[src/rtl/cpu_trace_buffer_pkg.sv]
// trace_pkg: capture modes and the retire-trace record layout shared by the trace buffer.
package trace_pkg;
  localparam int TR_XLEN = 32;
  localparam int TR_RA_W = 5;
  localparam int TR_SEQ_W = 16;
  typedef enum logic [1:0] {OFF, STREAM, FLOW, RING} trace_mode_e;
  typedef struct packed {
    logic [TR_XLEN-1:0] pc;
    logic [TR_XLEN-1:0] next_pc;
    logic [TR_RA_W-1:0] rs1;
    logic [TR_RA_W-1:0] rs2;
    logic [TR_RA_W-1:0] rd;
    logic [TR_XLEN-1:0] alu;
    logic [TR_XLEN-1:0] mem_data;
    logic [TR_XLEN-1:0] store_data;
    logic [TR_SEQ_W-1:0] seq;
  } trace_rec_t;
endpackage

[src/rtl/cpu_trace_buffer_mem.sv]
// trace_fifo_mem: record storage with one write port and an asynchronous read port.
module trace_fifo_mem import trace_pkg::*; #(
  parameter int DEPTH = 16,
  localparam int AW = $clog2(DEPTH)
) (
  input  logic          clk,
  input  logic          we_i,
  input  logic [AW-1:0] wa_i,
  input  trace_rec_t    wd_i,
  input  logic [AW-1:0] ra_i,
  output trace_rec_t    rd_o
);
  trace_rec_t mem_q [DEPTH];
  always_ff @(posedge clk) if (we_i) mem_q[wa_i] <= wd_i;
  assign rd_o = mem_q[ra_i];
endmodule

[src/rtl/cpu_trace_buffer.sv]
// cpu_trace_buffer: filters retire records by mode, tags them with a sequence number and queues them
// in a first-word fall-through FIFO with drop-newest or overwrite-oldest overflow.
module cpu_trace_buffer import trace_pkg::*; #(
  parameter int XLEN = 32,
  parameter int RA_W = 5,
  parameter int DEPTH = 16,
  parameter int SEQ_W = 16,
  localparam int AW = $clog2(DEPTH),
  localparam int CW = AW + 1
) (
  input  logic              clk,
  input  logic              rst,
  input  logic              cap_valid_i,
  input  logic [XLEN-1:0]   cap_pc_i,
  input  logic [XLEN-1:0]   cap_next_pc_i,
  input  logic [RA_W-1:0]   cap_rs1_i,
  input  logic [RA_W-1:0]   cap_rs2_i,
  input  logic [RA_W-1:0]   cap_rd_i,
  input  logic [XLEN-1:0]   cap_alu_i,
  input  logic [XLEN-1:0]   cap_mem_data_i,
  input  logic [XLEN-1:0]   cap_store_data_i,
  input  trace_mode_e       mode_i,
  input  logic              flush_i,
  output logic              out_valid_o,
  input  logic              out_ready_i,
  output trace_rec_t        out_rec_o,
  output logic [CW-1:0]     count_o,
  output logic              full_o,
  output logic              empty_o,
  output logic [SEQ_W-1:0]  drop_cnt_o
);
  logic [AW-1:0] wr_q, wr_d, rd_q, rd_d;
  logic [CW-1:0] cnt_q, cnt_d;
  logic [SEQ_W-1:0] seq_q, seq_d, drop_q, drop_d;
  logic qual, pop, full, push, ovr, lost, inc, dec;
  trace_rec_t rec;
  assign full = cnt_q == CW'(DEPTH);
  assign pop = out_valid_o && out_ready_i;
  assign qual = cap_valid_i && mode_i != OFF && (mode_i != FLOW || cap_next_pc_i != cap_pc_i + XLEN'(4));
  assign push = qual && !flush_i && (!full || pop || mode_i == RING);
  // a push into a full FIFO without a pop can only be a RING overwrite
  assign ovr = push && full && !pop;
  assign lost = qual && !flush_i && full && !pop;
  assign inc = push && !pop && !ovr;
  assign dec = pop && !push;
  always_comb begin
    rec = '{pc: TR_XLEN'(cap_pc_i), next_pc: TR_XLEN'(cap_next_pc_i), rs1: TR_RA_W'(cap_rs1_i),
            rs2: TR_RA_W'(cap_rs2_i), rd: TR_RA_W'(cap_rd_i), alu: TR_XLEN'(cap_alu_i),
            mem_data: TR_XLEN'(cap_mem_data_i), store_data: TR_XLEN'(cap_store_data_i),
            seq: TR_SEQ_W'(seq_q)};
    wr_d = flush_i ? '0 : wr_q + AW'(push);
    rd_d = flush_i ? '0 : rd_q + AW'(pop || ovr);
    cnt_d = flush_i ? '0 : cnt_q + CW'(inc) - CW'(dec);
    drop_d = flush_i ? '0 : drop_q + SEQ_W'(lost && drop_q != '1);
    seq_d = seq_q + SEQ_W'(qual);
  end
  always_ff @(posedge clk) begin
    if (rst) begin
      wr_q <= '0;
      rd_q <= '0;
      cnt_q <= '0;
      seq_q <= '0;
      drop_q <= '0;
    end else begin
      wr_q <= wr_d;
      rd_q <= rd_d;
      cnt_q <= cnt_d;
      seq_q <= seq_d;
      drop_q <= drop_d;
    end
  end
  trace_fifo_mem #(.DEPTH(DEPTH)) u_mem (
    .clk  (clk),
    .we_i (push),
    .wa_i (wr_q),
    .wd_i (rec),
    .ra_i (rd_q),
    .rd_o (out_rec_o)
  );
  assign out_valid_o = cnt_q != '0;
  assign empty_o = cnt_q == '0;
  assign full_o = full;
  assign count_o = cnt_q;
  assign drop_cnt_o = drop_q;
endmodule

[config.mk]
export PLATFORM = sky130hd
export DESIGN_NAME = cpu_trace_buffer
export DESIGN_NICKNAME = d
export VERILOG_FILES = /design/src/rtl/cpu_trace_buffer_pkg.sv /design/src/rtl/cpu_trace_buffer_mem.sv /design/src/rtl/cpu_trace_buffer.sv
export SDC_FILE = /design/constraint.sdc
export NUM_CORES = 2
export LEC_CHECK = 0
export CAP_MARGIN = 20
export CELL_PAD_IN_SITES_DETAIL_PLACEMENT = 1
export CELL_PAD_IN_SITES_GLOBAL_PLACEMENT = 1
export CORE_ASPECT_RATIO = 2
export CORE_MARGIN = 8
export CORE_UTILIZATION = 35
export CTS_CLUSTER_DIAMETER = 40
export DETAILED_ROUTE_END_ITERATION = 8
export GPL_TIMING_DRIVEN = 0
export PLACE_DENSITY = 0.66
export SYNTH_ARGS = -nofsm -noshare
export SYNTH_HDL_FRONTEND = slang
export SYNTH_SLANG_ARGS = --single-unit
[constraint.sdc]
create_clock -name clk -period 74.2 [get_ports clk]
set_clock_uncertainty 0.05 [all_clocks]
set_input_delay 14.84 -clock clk [delete_from_list [all_inputs] [get_ports clk]]
set_output_delay 14.84 -clock clk [all_outputs]
set_load 0.02 [all_outputs]
==> metrics.md <==
| Metric | Value |
|---|---|
| Initial antenna violation count | 89 |
| Crit Reg-Reg Endpoint | u_mem.mem_q[15][71] |
| Mux share of post-synthesis cell area | between 10% and 20% |
| Worst skew pair latency | 0.87 ns |
| Fraction of registers with async set or reset after synthesis | 0% |
| Reg2Reg Depth | 19 |
| Hold depth | 2 |
| Pin count of the biggest net entering global routing | 25 |
| Seq pwr share | approximately 49% |
| Period utilization | 28.4% |
| Worst hold-check path type | flip-flop to flip-flop |
| Final hold slack | between 0.4 and 0.5 ns |
| Nets@finish | between 6000 and 7000 |
| Primary FF master, synth | edfxtp_1 |
| Final ANT Viol Nets | 0 |
| Layout Utilization | between 40% and 50% |
| Num CTS Buffers | around 320 |
| Syn nets | slightly below 5000 |
| Combinational Power Share | a little over a tenth |
| Fillcell total | about 30000 |
| TNS Setup | 0 ns |
| Vias in the first global route | ~63000 |
| Reg2Reg Launch Point | count_o[3] |
| WHS Endpoint | drop_cnt_o[9] |
| Synth warn | 0 |
| Fmax | roughly 47 MHz |
| Post-synth EDFFs | 3056 |
| Global placer's final weighted congestion | ~0.7 |
| Sw frac | between 20% and 30% |
| Crit path max fanout | 10 |
| Largest family of logic cells by synthesized area | multiplexers |
| DR vias/cell | 5.34 |
| Gr ovfl total | 0 |
| Status | finished clean |
| CP startpoint kind | flip-flop |
| All-Layer GR Usage | a little under a fifth |
| Post-CTS Setup Inserts | 0 |
| Ports | about 400 |
| Worst path arrival time | about 6.2 ns |
| Max-cap violation count | 0 |
| Netlist cell types | 63 |
| Clk sinks | slightly above 3000 |
| Post-cts resize count | 0 |
| Max-slew violation count | 0 |
| P_sw | 0.000913 W |
| Synth Area in Simple Gates | between 1 and 1.5% |
| Synth Area in XOR/XNOR | less than 1% |
| Die height | approximately 840 um |
| Pwr Density | around 27 nW/um^2 |
| DRT iter0 DRCs | 5799 |
| Cell Int Power | approximately 0.003 W |
| Starting Density | 35.1% |
| Post-synth top area share | between 70% and 80% |
| R2r setup slk | 68.99 ns |
| CTS hold repair buffers | 0 |
| Die footprint | between 300000 and 400000 um^2 |
| Share of post-route cells with drive strength above 1 | about a third |
| Width of the die | between 400 and 500 um |
| Row count | between 300 and 400 |
| CTS Root Cell | clkbuf_16 |
| Worst path required time | 59.31 ns |
| DR DRC count | 0 |
| Final hold vios | 0 |
| Gate Count Post-Synth | approximately 4700 |
| Leak | ~45 nW |
| Synth Area in Compound Gates | 0.501% |
| Syn avg cell area | approximately 25 um^2 |
| Netlist Area Pre-Place | between 100000 and 150000 um^2 |
| CTS tree | yes |
| Clock share of power | around two fifths |
| Hold Startpoint | drop_cnt_o[9] |
| Adder-cell share of the synthesized area | 0.176% |
| Slew headroom | 20.1% |
| Synth cell count leaders | edfxtp_1 (3056), mux4_2 (937), clkbuf_1 (143) |
| H-tree levels | 5 |
| Unrepaired setup endpoints after global routing | no |
| I/O Buffers | 395 |
| Core Region | ~340000 um^2 |
| Synth area leaders | edfxtp_1 (78%), mux4_2 (18%), dfxtp_1 (0.76%), clkbuf_1 (0.46%), xor2_1 (0.28%) |
| Worst Max-Slew Pin Slew | ~1.2 ns |
| WL/cell | 32.1 um |
| Count leader, synth | edfxtp_1 |
| VDD IR max | roughly 0.019 mV |
| Sequential share of the synthesized area | between 70% and 80% |
| # setup viols final | 0 |
| DRT Wirelength | 348000 um |
| First-pass GRT wire length | between 400000 and 500000 um |
| Via count | 58000 |
| Critical Setup Path Class | flip-flop to primary output |
| Setup crit end kind | primary output |
| TritonRoute pass-1 iters | 7 |
| Crit path time final | between 20 and 25 ns |
| Area leader, netlist | edfxtp_1 |
| Dpl hpwl | approximately 260000 um |
| Synthesis-to-layout area growth | 22.4% |
| Yosys reg bits | 3101 |
| Clock Tree Buf Depth | 4 |
| Clk slew on worst S/H paths | ~0.060 ns |
==> worst max-delay path: stages, from the launching register on <==
cell	delay, ns
dfxtp_1	0.33
clkbuf_1	0.77
clkbuf_2	0.72
clkbuf_1	0.73
buf_1	0.80
buf_2	0.52
mux2i_1	0.14
a21oi_1	0.53
clkdlybuf4s50_1	0.74
==> stage by stage <==
| stage | instance area (um^2) | setup slack (ns) | total power (W) | std cells |
|---|---|---|---|---|
| 6_report | 144000 | 53.10 | 0.00393 | 10900 |
| 5_1_grt | 144000 | 52.73 | 0.00405 | 10800 |
| 4_1_cts | 144000 | 52.68 | 0.00397 | 10800 |
| 3_5_place_dp | 134000 | 52.44 | 0.00240 | 10200 |
| 3_3_place_gp | 127000 | 8.39 | 0.00238 | 9516 |
| 2_1_floorplan | 118000 | 38.29 | 0.00221 | 4728 |
==> layout by cell type, fill, tap and decap left out, types with 18 or more instances in the layout <==
cell type	count
a211oi_1	18
a21oi_1	31
buf_1	84
buf_4	608
buf_6	61
buf_8	76
clkbuf_1	177
clkbuf_16	328
clkdlybuf4s50_1	395
clkinv_1	45
clkinv_2	40
clkinv_4	20
dfxtp_1	45
diode_2	19
edfxtp_1	3056
inv_6	29
mux2i_1	27
mux4_2	937
nand2_1	26
nand3_1	21
nand4_1	24
nor2_1	45
nor2b_1	23
nor4_2	19
xnor2_1	31
xor2_1	37
==> worst max path at each step <==
stage | startpoint | to | slack [ns] | depth (start not counted)
6_report | rd_q[1] | out_rec_o[163] | 53.10 | 8
5_1_grt | rd_q[1] | out_rec_o[163] | 52.73 | 8
4_1_cts | rd_q[1] | out_rec_o[163] | 52.68 | 8
3_5_place_dp | cap_pc_i[4] | u_mem.mem_q[5][79] | 52.44 | 21
3_3_place_gp | cap_pc_i[2] | u_mem.mem_q[3][71] | 8.39 | 12
2_1_floorplan | cap_pc_i[12] | u_mem.mem_q[8][0] | 38.29 | 11
==> logic make-up (layout without fill, tap and decap cells) <==
| group | after synthesis | count (layout) |
|---|---|---|
| other | 0 | 19 |
| xor gates and xnor gates | 68 | 68 |
| muxes | 966 | 966 |
| adders and majority gates | 16 | 16 |
| buffers and inverters | 248 | 1965 |
| DFF | 3101 | 3101 |
| and+or+nand+nor | 239 | 239 |
| AOI/OAI and AO/OA | 90 | 90 |
==> sequential cells by signal, summed over array words and instances (netlist names) <==
| signal | cells |
|---|---|
| drop_cnt_o | 16 |
| count_o | 5 |
| u_mem.mem_q | 3056 |
| seq_q | 16 |
| rd_q | 4 |
| wr_q | 4 |
==> final cells by class <==
class	instances	area [um^2]	area share, %
plain buffers	237	933	0.647
clock buffers	378	8430	5.84
diodes	19	47.5	0.0330
clock inverters	191	1730	1.20
inverters	11	41.3	0.0286
multi-input cells	1379	24200	16.8
well taps	4393	5500	3.81
flip-flops and latches	3101	92700	64.3
repair buffers	1148	10600	7.34
==> power by group through the flow <==
stage,clock network (W),registers (W),logic [W]
detailed placement,0,0.00197,0.000429
global placement,0,0.00198,0.000398
CTS,0.00161,0.00193,0.000431
finish,0.00158,0.00193,0.000426
global route,0.00166,0.00193,0.000453
floorplan,0,0.00197,0.000231
==> metal layers <==
metal | up-vias | part of all wire, % | track usage [%] | wire (um)
met4 | 64 | 2.5 | 4.94 | 8680
met2 | 2056 | 53 | 34.5 | 184000
met1 | 31800 | 38 | 23.2 | 132000
met3 | 536 | 6.8 | 3.97 | 23600
li1 | 23600 | - | - | -
met5 | - | 0.12 | 0 | 422
No activity file was read; power rests on OpenSTA's default activity.
